**src/rtl/fpu_arbiter_pkg.sv**
```systemverilog
// Shared constants for the FPU arbiter: operand/command widths, FPU operator codes,
// arbiter state encoding and the owner-ID width helper.
package fpu_arbiter_pkg;

  localparam int C_OP_DEF  = 32;
  localparam int C_CMD_DEF = 4;
  localparam int C_RM_DEF  = 2;

  localparam logic [3:0] CMD_ADD    = 4'h0;
  localparam logic [3:0] CMD_SUB    = 4'h1;
  localparam logic [3:0] CMD_MUL    = 4'h2;
  localparam logic [3:0] CMD_DIV    = 4'h3;
  localparam logic [3:0] CMD_I2F    = 4'h4;
  localparam logic [3:0] CMD_F2I    = 4'h5;
  localparam logic [3:0] CMD_SQRT   = 4'h6;
  localparam logic [3:0] CMD_NOP    = 4'h7;
  localparam logic [3:0] CMD_FMADD  = 4'h8;
  localparam logic [3:0] CMD_FMSUB  = 4'h9;
  localparam logic [3:0] CMD_FNMADD = 4'hA;
  localparam logic [3:0] CMD_FNMSUB = 4'hB;

  typedef enum logic [1:0] {
    ST_IDLE = 2'd0,
    ST_BUSY = 2'd1,
    ST_RESP = 2'd2
  } arb_state_e;

  // A single requester still needs a one-bit owner ID.
  function automatic int id_width(input int n);
    return (n <= 1) ? 1 : $clog2(n);
  endfunction

endpackage

```
**src/rtl/fpu_arbiter_rr_picker.sv**
```systemverilog
// Combinational round-robin picker: first set request searching upward from
// last_grant+1 (wrapping), reusable by any shared-unit arbiter.
module fpu_arbiter_rr_picker
  import fpu_arbiter_pkg::*;
#(
  parameter int NUM_REQ = 2,
  parameter int ID_W    = id_width(NUM_REQ)
) (
  input  logic [NUM_REQ-1:0] req_i,
  input  logic [ID_W-1:0]    last_grant_i,
  output logic [NUM_REQ-1:0] grant_o,
  output logic [ID_W-1:0]    grant_id_o,
  output logic               any_valid_o
);

  logic            found;
  logic [ID_W-1:0] cand;

  always_comb begin
    grant_o     = '0;
    grant_id_o  = '0;
    any_valid_o = |req_i;
    found       = 1'b0;
    cand        = '0;
    // Offset NUM_REQ wraps back onto last_grant itself, so it is searched last.
    for (int i = 1; i <= NUM_REQ; i++) begin
      cand = ID_W'((int'(last_grant_i) + i) % NUM_REQ);
      if (!found && req_i[cand]) begin
        found      = 1'b1;
        grant_id_o = cand;
      end
    end
    if (found) begin
      grant_o[grant_id_o] = 1'b1;
    end
  end

endmodule

```
**src/rtl/fpu_arbiter.sv**
```systemverilog
// Shares one FPU between NUM_REQ requesters: round-robin accept in IDLE, FPU
// enable held through BUSY, result returned to the owner in RESP.
module fpu_arbiter
  import fpu_arbiter_pkg::*;
#(
  parameter int NUM_REQ = 2,
  parameter int C_OP    = C_OP_DEF,
  parameter int C_CMD   = C_CMD_DEF,
  parameter int C_RM    = C_RM_DEF,
  parameter int ID_W    = id_width(NUM_REQ)
) (
  input  logic                    clk,
  input  logic                    rst,
  input  logic [NUM_REQ-1:0]       req_valid_i,
  output logic [NUM_REQ-1:0]       req_ready_o,
  input  logic [NUM_REQ*C_OP-1:0]  req_op_a_i,
  input  logic [NUM_REQ*C_OP-1:0]  req_op_b_i,
  input  logic [NUM_REQ*C_RM-1:0]  req_rm_i,
  input  logic [NUM_REQ*C_CMD-1:0] req_cmd_i,
  output logic [NUM_REQ-1:0]       resp_valid_o,
  output logic [C_OP-1:0]          resp_result_o,
  input  logic                    stall_i,
  output logic                    busy_o,
  output logic [ID_W-1:0]          owner_o,
  output logic [C_OP-1:0]          fpu_operand_a_o,
  output logic [C_OP-1:0]          fpu_operand_b_o,
  output logic [C_RM-1:0]          fpu_rounding_mode_o,
  output logic [C_CMD-1:0]         fpu_operator_o,
  output logic                    fpu_enable_o,
  output logic                    fpu_stall_o,
  input  logic [C_OP-1:0]          fpu_result_i,
  input  logic                    fpu_ready_i,
  input  logic                    fpu_result_valid_i
);

  arb_state_e         state_q, state_d;
  logic [ID_W-1:0]    owner_q, owner_d;
  logic [ID_W-1:0]    last_grant_q, last_grant_d;
  logic [C_OP-1:0]    op_a_q, op_a_d;
  logic [C_OP-1:0]    op_b_q, op_b_d;
  logic [C_RM-1:0]    rm_q, rm_d;
  logic [C_CMD-1:0]   cmd_q, cmd_d;
  logic [C_OP-1:0]    result_q, result_d;
  logic               enable_q, enable_d;
  logic [NUM_REQ-1:0] resp_valid_q, resp_valid_d;

  logic [NUM_REQ-1:0] pick_grant;
  logic [ID_W-1:0]    pick_id;
  logic               pick_any;
  logic               accept;
  logic [C_OP-1:0]    sel_a, sel_b;
  logic [C_RM-1:0]    sel_rm;
  logic [C_CMD-1:0]   sel_cmd;

  fpu_arbiter_rr_picker #(
    .NUM_REQ (NUM_REQ),
    .ID_W    (ID_W)
  ) u_picker (
    .req_i        (req_valid_i),
    .last_grant_i (last_grant_q),
    .grant_o      (pick_grant),
    .grant_id_o   (pick_id),
    .any_valid_o  (pick_any)
  );

  assign accept      = (state_q == ST_IDLE) && fpu_ready_i && pick_any;
  assign req_ready_o = accept ? pick_grant : '0;

  // Payload mux uses constant slice offsets only.
  always_comb begin
    sel_a   = '0;
    sel_b   = '0;
    sel_rm  = '0;
    sel_cmd = '0;
    for (int k = 0; k < NUM_REQ; k++) begin
      if (pick_id == ID_W'(k)) begin
        sel_a   = req_op_a_i[k*C_OP +: C_OP];
        sel_b   = req_op_b_i[k*C_OP +: C_OP];
        sel_rm  = req_rm_i[k*C_RM +: C_RM];
        sel_cmd = req_cmd_i[k*C_CMD +: C_CMD];
      end
    end
  end

  always_comb begin
    state_d      = state_q;
    owner_d      = owner_q;
    last_grant_d = last_grant_q;
    op_a_d       = op_a_q;
    op_b_d       = op_b_q;
    rm_d         = rm_q;
    cmd_d        = cmd_q;
    result_d     = result_q;
    enable_d     = enable_q;
    resp_valid_d = resp_valid_q;
    unique case (state_q)
      ST_IDLE: begin
        if (accept) begin
          state_d      = ST_BUSY;
          owner_d      = pick_id;
          last_grant_d = pick_id;
          op_a_d       = sel_a;
          op_b_d       = sel_b;
          rm_d         = sel_rm;
          cmd_d        = sel_cmd;
          enable_d     = 1'b1;
        end
      end
      // A stalled FPU may already show result_valid; wait for the stall to lift.
      ST_BUSY: begin
        if (fpu_result_valid_i && !stall_i) begin
          state_d               = ST_RESP;
          result_d              = fpu_result_i;
          enable_d              = 1'b0;
          resp_valid_d          = '0;
          resp_valid_d[owner_q] = 1'b1;
        end
      end
      ST_RESP: begin
        if (!stall_i) begin
          state_d      = ST_IDLE;
          resp_valid_d = '0;
        end
      end
      default: begin
        state_d      = ST_IDLE;
        enable_d     = 1'b0;
        resp_valid_d = '0;
      end
    endcase
  end

  always_ff @(posedge clk) begin
    if (rst) begin
      state_q      <= ST_IDLE;
      owner_q      <= '0;
      last_grant_q <= ID_W'(NUM_REQ - 1);
      op_a_q       <= '0;
      op_b_q       <= '0;
      rm_q         <= '0;
      cmd_q        <= '0;
      result_q     <= '0;
      enable_q     <= 1'b0;
      resp_valid_q <= '0;
    end else begin
      state_q      <= state_d;
      owner_q      <= owner_d;
      last_grant_q <= last_grant_d;
      op_a_q       <= op_a_d;
      op_b_q       <= op_b_d;
      rm_q         <= rm_d;
      cmd_q        <= cmd_d;
      result_q     <= result_d;
      enable_q     <= enable_d;
      resp_valid_q <= resp_valid_d;
    end
  end

  assign resp_valid_o        = resp_valid_q;
  assign resp_result_o       = result_q;
  assign busy_o              = (state_q != ST_IDLE);
  assign owner_o             = owner_q;
  assign fpu_operand_a_o     = op_a_q;
  assign fpu_operand_b_o     = op_b_q;
  assign fpu_rounding_mode_o = rm_q;
  assign fpu_operator_o      = cmd_q;
  assign fpu_enable_o        = enable_q;
  assign fpu_stall_o         = stall_i;

  a_ready_onehot: assert property (@(posedge clk) disable iff (rst) $onehot0(req_ready_o));
  a_resp_onehot:  assert property (@(posedge clk) disable iff (rst) $onehot0(resp_valid_o));
  a_ready_idle:   assert property (@(posedge clk) disable iff (rst)
                                   (req_ready_o != '0) |-> (state_q == ST_IDLE));

endmodule

```
**config.mk**
```make
export PLATFORM = sky130hd
export DESIGN_NAME = fpu_arbiter
export DESIGN_NICKNAME = d
export VERILOG_FILES = /design/src/rtl/fpu_arbiter_pkg.sv /design/src/rtl/fpu_arbiter_rr_picker.sv /design/src/rtl/fpu_arbiter.sv
export SDC_FILE = /design/constraint.sdc
export NUM_CORES = 1
export LEC_CHECK = 0
export CAP_MARGIN = 20
export CORE_MARGIN = 2
export CORE_UTILIZATION = 36
export DETAILED_ROUTE_END_ITERATION = 10
export PLACE_DENSITY = 0.86
export SKIP_LAST_GASP = 1
export SLEW_MARGIN = 20
export SYNTH_ARGS = -nofsm -noshare
export SYNTH_HDL_FRONTEND = slang
export SYNTH_SLANG_ARGS = --single-unit
export TNS_END_PERCENT = 10
```
**constraint.sdc**
```tcl
create_clock -name clk -period 2.4 [get_ports clk]
set_input_delay 0.72 -clock clk [delete_from_list [all_inputs] [get_ports clk]]
set_output_delay 0.72 -clock clk [all_outputs]
set_load 0.1 [all_outputs]
```
# --- Word-level counts from Yosys, hierarchy flattened ---
# Index checks and enable logic that the tools add are counted.
word_totals:
  reg_bits: 109
  in_bits: 179
  elab_cells: 68
op_classes:
  n_eq_ne: 5
  muxes: 27
  add_sub_neg: 2
  n_reduce_logical: 16
  n_bitwise: 2
  magnitude_cmp: 6
op_table:
  columns: ["operator", "n"]
  rows:
  - ["32-bit 2-to-1 mux", 2]
  - ["2-bit 2-to-1 mux", 7]
  - ["1-bit 2-to-1 mux", 12]
  - ["2-bit case mux with 3 select lines", 2]
  - ["3-bit AND reduction", 3]
  - ["1-bit by 2-bit less-than comparator with 1-bit output, second input constant", 4]
  - ["1-bit logical AND", 6]
  - ["2-bit != test, second input constant", 3]
  - ["4-bit 2-to-1 mux", 1]
  - ["2-bit AND reduction", 2]
  - ["1-bit case mux with 3 select lines", 1]
  - ["1-bit adder, second input constant", 2]
  - ["1-bit demux with 1-bit select", 2]
  - ["2-bit by 1-bit equality test with 1-bit output, second input constant", 1]
  - ["2-bit equality test, second input constant", 1]
  - ["1-bit >= comparator, second input constant", 2]
  - ["1-bit zero test", 2]
  - ["2-bit zero test", 1]
  - ["1-bit inverter", 2]
  - ["2-bit nonzero test", 1]
  - ["2-bit OR reduction", 1]

# --- Logic depth before layout (Yosys ltp) ---
logic_depth:
  depth_word: 13
  depth_mapped: 6
  depth_no_buf: 4

# --- Modules after synthesis ---
# Synthesis repeated with hierarchy kept, for this count alone.
hier_totals:
  hier_cells: 493
  hier_area_um2: 4854.7
modules_own_cells:
  columns: ["module", "instances", "area_each_um2", "cells_each", "seq_area_each_um2"]
  rows:
  - ["fpu_arbiter", 1, 4822.1, 488, 2182.1]
  - ["fpu_arbiter_rr_picker", 1, 32.5, 5, 0.0]

# --- Worst setup path after synthesis ---
# OpenSTA, ideal clock, no wires.
synth_timing:
  kind: "in2out"
  from: "input fpu_ready_i"
  to: "output req_ready_o[1]"
  t_arrival_ns: 2.020
  required_ns: 1.680
  cell_stages: 4
  path_buffers: 1
  setup_slack_ns: -0.340
  cell_sequence: "nor3b_4 -> nand3_1 -> buf_2 -> inv_1"
synth_via:
  elab_chain_len: 3
synth_rtl:
  columns: ["item", "line", "text"]
  rows:
  - ["start, declared", "fpu_arbiter.sv:32", "input logic fpu_ready_i,"]
  - ["1-bit logical AND (2 in series)", "fpu_arbiter.sv:66", "assign accept = (state_q == ST_IDLE) && fpu_ready_i && pick_any;"]
  - ["2-bit 2-to-1 mux", "fpu_arbiter.sv:67", "assign req_ready_o = accept ? pick_grant : '0;"]
  - ["end, declared", "fpu_arbiter.sv:15", "output logic [NUM_REQ-1:0] req_ready_o,"]
# No other way between the ends.

# --- Worst setup path in the final report ---
layout_timing:
  from: "input fpu_ready_i"
  to: "output req_ready_o[0]"
# Same word-level chain as after synthesis.

==> impl_metrics.toml <==
[status]
status = "finished clean"

[logic_synthesis]
synthesis.nets = 668
syn-cell-area_um2 = 4460
ys_ff_latch = 109
synthesis.instances = 489
synth_top_cell_area_share = 0.489
ys_warn_count = 0
synth.distinct_cells = 33
seq_area_frac_synth = 0.489
synth_largest_area_cell = "dfxtp_1"
yosys-top-cells-area = "dfxtp_1 (49%), nor3_2 (15%), o22ai_1 (9.1%)"
syn_area_per_cell_um2 = 9.13

[clock_network]
post_cts_resized = 3
worstSkewPairLatency_ps = 350
max-clock-path-buffers = 2
cts_buffers = 9
cts_htree_levels = 3
cts_setup_buffers = 0
cts.sinks = 109
cts_tree = "built"
cts_root_buf = "clkbuf_16"
ctsHoldBuffers = 0
clk_pin_slew_ps = 70

[timing]
period_share = 0.957
fin_crit_ps = 2300
hold_ws_ps = 457
skew_ps = 10.1
final_hold_viol_count = 0
finalSetupViolCount = 0
drv_slew = 0
tightest_slew_ps = 775
rsz0062_at_grt = "false"
final.setup.worst_slack_ps = 103
max_freq_mhz = 435
max_slew_margin = 0.483

[routing]
post_drt_wl_per_cell_um = 16.3
ant_nets = 0
drt_wl_total_mm = 15.2
drtPass1Iterations = 4
via_per_inst = 5.03
drc = 0
dr_total_vias = 4706
first_iter_violations = 261

[power]
clockPowerShare = 0.280
leakage_nw = 2.96
power_density_nw_per_um2 = 727
p_int_mw = 3.43
p_sw_frac = 0.379
pwr-share-comb = 0.355
peakVddDrop_v = 0.000398
seqPwrFrac = 0.366
p_switching_mw = 2.09

[hold_path]
hold_class = "reg2reg"

[grt]
grt_usage = 0.219
gr-usage-met1 = 0.239
grt_pass1_vias = 4636
grt-busiest-layer = "met2"
grt_max_degree = 72
grt_util_met3 = 0.0691
antenna_found_initial = 0
grt_pass1_wl_mm = 22.9
use_met2 = 0.385
overflow = 0

[place]
dpl.hpwl_mm = 11.4
io_buffer_count = 288
gp_congestion = 0.798
pre_cts_ws_ps = -172

[floorplanning]
fp-row-count = 40
dieArea_um2 = 13300
fp.dieH_um = 115
die_w_um = 115
ios = 289
core-area_um2 = 12100
initial_utilization = 0.370

[critical_path]
slowest_delay_ps = 250
path_max_fanout = 3
path_cells = "dlygate4sd2_1, nor3b_4, nand3_2, clkinvlp_4, buf_12"
worstSetupPathType = "in2out"
slowest_stage = "nor3b_4"
cp-end-kind = "output port"
arrival_ps = 1580
cp-start-kind = "input port"
worstPathRequired_ps = 1680

[final_layout]
drive_above_1_share = 0.292
n_antenna_cell = 0
nets = 941
final_common_cell = "clkdlybuf4s50_1"
areaGrowthSynthToFinish_pct = 70.1
layout_common_cells = "clkdlybuf4s50_1 (174), buf_4 (117), dfxtp_1 (109)"

[job]
max-cap-violations = 0
synthesized netlist by cell type, drive strengths merged:
cell type  count
a21oi         36
a221oi         1
a22o           1
and2           1
and2b          1
and3           1
buf           17
clkbuf        25
dfxtp        109
inv            2
nand2         67
nand2b         3
nand3          2
nand3b         1
nor2          74
nor2b          2
nor3          70
nor3b          1
o21a           1
o21ai          1
o21bai         1
o22ai         70
o31ai          1
or2            1
power by group through the flow:
| stage | combinational, mW | sequential (mW) | clock [mW] |
|---|---|---|---|
| after detailed placement | 1.96 | 2.06 | 0 |
| after global routing | 2.03 | 2.03 | 1.64 |
| after CTS | 1.96 | 2.02 | 1.58 |
| after global placement | 1.94 | 2.05 | 0 |
| final | 1.96 | 2.02 | 1.55 |
| after floorplan | 0.447 | 2.96 | 0 |
final timing paths:
| kind | start | end | slack, ps | cells after the start |
|---|---|---|---|---|
| setup / recovery | fpu_ready_i | req_ready_o[0] | 100 | 5 |
| hold / removal | resp_result_o[9]$_SDFFE_PP0P_ | resp_result_o[9]$_SDFFE_PP0P_ | 460 | 2 |
| hold reg to reg | resp_result_o[9]$_SDFFE_PP0P_ | resp_result_o[9]$_SDFFE_PP0P_ | 460 | 2 |
| setup reg to reg | state_q[0]$_SDFFE_PP0P_ | fpu_operand_a_o[18]$_SDFFE_PP0P_ | 700 | 5 |
final cells by class:
cell class              count  area (µm²)
clock buffers              11         253
clock inverters             5        57.6
fillers                   963        4470
inverters                   2        15.0
multi-input cells         336        2030
flip-flops and latches    109        2180
well taps                 168         210
repair buffers            304        2850
sequential cells by signal, summed over array words and instances, names as in the netlist:
register,count
resp_result_o,32
fpu_operand_b_o,32
fpu_operand_a_o,32
fpu_rounding_mode_o,2
last_grant_q,1
fpu_operator_o,4
fpu_enable_o,1
resp_valid_o,2
owner_o,1
state_q,2
metrics by stage:
step	util	total power, mW	instances	cell area [µm²]	TNS, ps
after detailed placement	0.604	4.02	919	7290	-2950
after global placement	0.604	3.99	919	7290	-269
after CTS	0.629	5.56	935	7590	0
after global routing	0.629	5.71	935	7590	0
after floorplan	-	3.40	489	4490	-3.29
final	0.629	5.52	935	7590	0
per-layer routing:
layer,share of wire,vias to the layer above
met4,0.034,0
met5,0,-
li1,-,2249
met2,0.49,220
met1,0.39,2200
met3,0.088,37
critical path, delay by kind of cell:
kind	cells	cell delay, ps
buffers and inverters	3	470
AND/OR/NAND/NOR	2	380
cells by family after synthesis:
kind of cell,count (synthesis),synth area share
AO/OA/AOI/OAI,112,0.157
buffers and inverters,44,0.0580
AND/OR/NAND/NOR,224,0.296
flip-flops,109,0.489
Power figures use the tool's default switching activity.
==> patch 1 (config.mk and constraints unchanged) <==
Make the reset (`rst`) asynchronous in one clocked block.
--- a/src/rtl/fpu_arbiter.sv
+++ b/src/rtl/fpu_arbiter.sv
@@ -132,3 +132,3 @@
 
-  always_ff @(posedge clk) begin
+  always_ff @(posedge clk or posedge rst) begin
     if (rst) begin
Behaviour: differs if rst is asserted again (counterexample within 4 cycles, from zero or initial values and one cycle with rst high); with rst held inactive, the same outputs for 4 cycles.
==> patch 1 against the unedited design <==
Routed wire length is 4.9% higher; final area up 10%; die area grew 16%; sequential cell count unchanged; synthesized area up 17%; critical endpoint is now fpu_stall_o; worst setup slack worse by 0.035 ns.
Power is not shown: default switching activity piles up to over one toggle a cycle in this logic, so the estimate is an artifact.
==> patch 1: results (changes against the unedited design) <==
[status]
status = finished, final reports clean

[worst_setup_path]
r2r-start = state_q[0]
critPathMaxStageDelay_ns = 0.67  ; +0.42 ns
reg2reg_to = fpu_operand_b_o[5]
reg2reg_setup_slack_ns = 0.45  ; -0.25 ns
crit_start = stall_i
slowest_stage = clkdlybuf4s50_1
critical-path-top-delay-family = buffers and inverters
r2r_cells = 4  ; -1
critPathMaxFanout = 5  ; +2
cp.arrival_ns = 1.61  ; +0.03 ns

[grt]
grt_pass1_vias = 4756  ; +2.6%
grt_pass1_wl_mm = 25.2  ; +10%
grt_max_degree = 71  ; -1.4%
grt_antenna_before_repair = 0  ; unchanged
gr-usage-all-layers_pct = 20.1  ; -1.8 points

[clock_tree]
htree_levels = 3  ; unchanged
clockRootBuffer = clkbuf_16
cts_buffers = 9  ; unchanged
clock_path_buffers = 2  ; unchanged
clk_latency_ns = 0.34
cts.clk_slew.worst_paths_ns = 0.07  ; about the same

[cells_and_area]
fill_cells = 1140  ; +18%
fin_cells = 878  ; -6.1%
final_layout_size_suffix_gt1_share_pct = 33.2  ; +4.0 points
layout.nets = 873  ; -7.2%
diodes = 0  ; unchanged

[place]
dp_hpwl_mm = 12.0  ; +5.2%
placed_cells = 863  ; -6.1%
gp_congestion = 0.820  ; +2.7%
place_ws_ns = -0.250  ; -0.0779 ns

[min_path]
min_to = resp_result_o[19]
hp-start = resp_result_o[19]
holdCritPathClass = flip-flop to flip-flop
whs_path_depth = 1  ; -1

[timing]
worst_slew_pin_slew_ns = 0.754  ; -0.0211 ns
skew_ns = 0.00731  ; -0.00278 ns

[logic_synthesis]
syn-mean-instance-area_um2 = 12.3  ; +35%
ys_top_cells_by_area = dfrtp_1 52%, a221o_1 13%, nor3_2 13%
synth_common_cells = 108 x dfrtp_1, 72 x nand2_1, 70 x a221o_1, 69 x nor3_2, 23 x buf_2
ys.flop_type = dfrtp_1
ys_seq_area_share_pct = 52.4  ; +3.5 points
synthDistinctLibCells = 31  ; -6.1%
ys_async_sr_fraction_pct = 100  ; +100 points
yosys_warnings = 0  ; unchanged
syn-num-nets = 601  ; -10%

[routing]
drtIter0Drc = 374  ; +43%
firstDrtPassIters = 4  ; unchanged
routed_wl_mm = 16.0  ; +4.9%
vias = 4650  ; -1.2%

==> patch 1: cell count changes in the layout (fill, tap and decap cells not counted), sizes merged, moves of 2 or more <==
cell	delta
o21ai	+3
o22ai	-69
a221o	+70
mux2	+32
nand2	+5
dlygate4sd2	-2
a21oi	-36
nor2	-72
inv	+2
dfrtp	+108
dfxtp	-109
clkbuf	-2
==> patch 1: timing repair <==
action | in CTS | in global routing
gates resized for setup | 4 | 1
cloned | 0 | 0
pin swaps | 1 | 0
buffers inserted | 0 | 0
endpoints found under the setup margin | 2 | 1
==> patch 1: cell type report <==
type / count / area (um2) / share of cell area (%)
clock buffer: 9 / 225 / 2.69
clock inverter: 6 / 48.8 / 0.584
inverter: 2 / 11.3 / 0.135
multi-input combinational: 268 / 2230 / 26.7
sequential: 109 / 2730 / 32.6
tap: 180 / 225 / 2.69
timing repair buffer: 304 / 2890 / 34.5
==> patch 1: routing by layer <==
metal,GRT usage [%],wire (um)
met1,23.9,6110
met2,35.0,8280
met3,5.03,1180
met4,7.20,422
met5,0,0
==> patch 1: worst max-delay path by stage <==
stage | end | slack, ns | cells after the start
after floorplan | req_ready_o[0] | -0.34 | 4
after CTS | req_ready_o[0] | 0.03 | 5
after global routing | fpu_stall_o | 0.04 | 2
final | fpu_stall_o | 0.07 | 2
after global placement | fpu_operand_a_o[26] | -0.19 | 5
after detailed placement | fpu_operand_b_o[22] | -0.25 | 5
==> patch 1: cell families after synthesis <==
kind of cell	Yosys count	share of synthesized area [%]
mux	32	6.92
simple gates	156	20.6
flops	109	52.4
compound gates	80	14.7
buf+inv	45	5.38
==> patch 1: per-stage QoR <==
step / cell area [um2] / TNS (ns) / hold WS (ns)
after floorplan: 5210 / -0.337 / 0.533
after global placement: 8070 / -13.72 / 0.467
after detailed placement: 8070 / -16.71 / 0.481
after CTS: 8360 / 0 / 0.497
after global routing: 8360 / 0 / 0.508
final: 8360 / 0 / 0.497
==> patch 2 (same settings) <==
Made on the original files. The package constant `C_RM_DEF` goes from 2 to 1.
--- a/src/rtl/fpu_arbiter_pkg.sv
+++ b/src/rtl/fpu_arbiter_pkg.sv
@@ -6,3 +6,3 @@
   localparam int C_CMD_DEF = 4;
-  localparam int C_RM_DEF  = 2;
+  localparam int C_RM_DEF  = 1;
 
Ports: changed (resized fpu_rounding_mode_o and req_rm_i); port bits go from 289 to 286. No check against the original RTL was run, so the function may have changed too.
==> patch 2 against the unedited design <==
Sequential cell count down 1; count of clock-buffer cells in the layout up 2; via count down 1.7%; utilization down 0.74 points; worst setup slack worse by 0.0097 ns; non-clock buffer count down 2; final area down 2.4%; fmax down 0.42%; routed wire length down 3.3%; total power down 3.3%; synthesized area down 2.6%; clock power down 8%; combinational power down 3%; critical path type unchanged; largest cell class unchanged; highest routed layer unchanged.
==> patch 2: results (changes against the unedited design) <==
[routing]
drtIter0Drc = 309  ; +18%
routed_wl_mm = 14.7  ; -3.3%
avgViaCountPerCell = 5.07  ; +0.76%
firstDrtPassIters = 5  ; +1
vias = 4625  ; -1.7%

[timing]
skew_ns = 0.00441  ; -0.00568 ns

[place]
placed_cells = 892  ; -2.9%
post_dp_cell_area_um2 = 7090  ; -2.6%
gp_congestion = 0.763  ; -4.4%
portBuffers = 285  ; -1.0%
place_ws_ns = -0.262  ; -0.0898 ns

[logic_synthesis]
synth_compound_area_share_pct = 15.2  ; -0.55 points
syn-mean-instance-area_um2 = 8.91  ; -2.4%
synthDistinctLibCells = 25  ; -24%
syn-num-nets = 665  ; -0.45%
ys_seq_area_share_pct = 49.7  ; +0.86 points
ys_top_cells_by_area = dfxtp_1 50%, nor3_2 14%, o22ai_1 9.9%

[clock_tree]
post_cts_resized = 2  ; -1
cts_setup_buffers = 2  ; +2

[power]
powerClk_uw = 1430  ; -8%
clkPwrFrac_pct = 26.8  ; -1.2 points
pg_comb_uw = 1910  ; -3%
ir_drop_mv = 0.378  ; -5.0%
p_leak_uw = 0.00290  ; -2.0%

[cells_and_area]
fill_cells = 971  ; +0.83%
final_layout_size_suffix_gt1_share_pct = 27.5  ; -1.7 points
layout.nets = 936  ; -0.53%

[grt]
grt_antenna_before_repair = 1  ; +1
grt_pass1_wl_mm = 22.9  ; -0.24%
grt_max_degree = 70  ; -2.8%

[status]
status = finished, final reports clean

[min_path]
hp-start = resp_result_o[4]

[worst_setup_path]
r2r-start = state_q[1]

==> patch 2: final timing paths <==
| kind | end | slack (ns) | depth (start not counted) |
|---|---|---|---|
| setup reg to reg | fpu_operand_a_o[22] | 0.69 | 6 |
| hold reg to reg | resp_result_o[4] | 0.46 | 2 |
| hold / removal | resp_result_o[4] | 0.46 | 2 |
| setup / recovery | req_ready_o[1] | 0.09 | 5 |
==> patch 2: routing by layer <==
| layer | up-vias | track usage (%) | wire [um] |
|---|---|---|---|
| li1 | 2242 | - | - |
| met1 | 2162 | 25.0 | 5700 |
| met2 | 190 | 39.6 | 7600 |
| met3 | 31 | 5.15 | 1060 |
| met4 | 0 | 8.94 | 383 |
| met5 | - | 0 | 0 |
==> patch 2: final cells by class <==
type	instances	area, um2	area share [%]
multi-input cells	336	1950	26.3
clock inverters	3	20.0	0.270
well taps	147	184	2.48
inverters	2	15.0	0.203
diodes	1	2.50	0.0338
flip-flops and latches	108	2160	29.2
clock buffers	13	270	3.65
repair buffers	302	2810	37.9
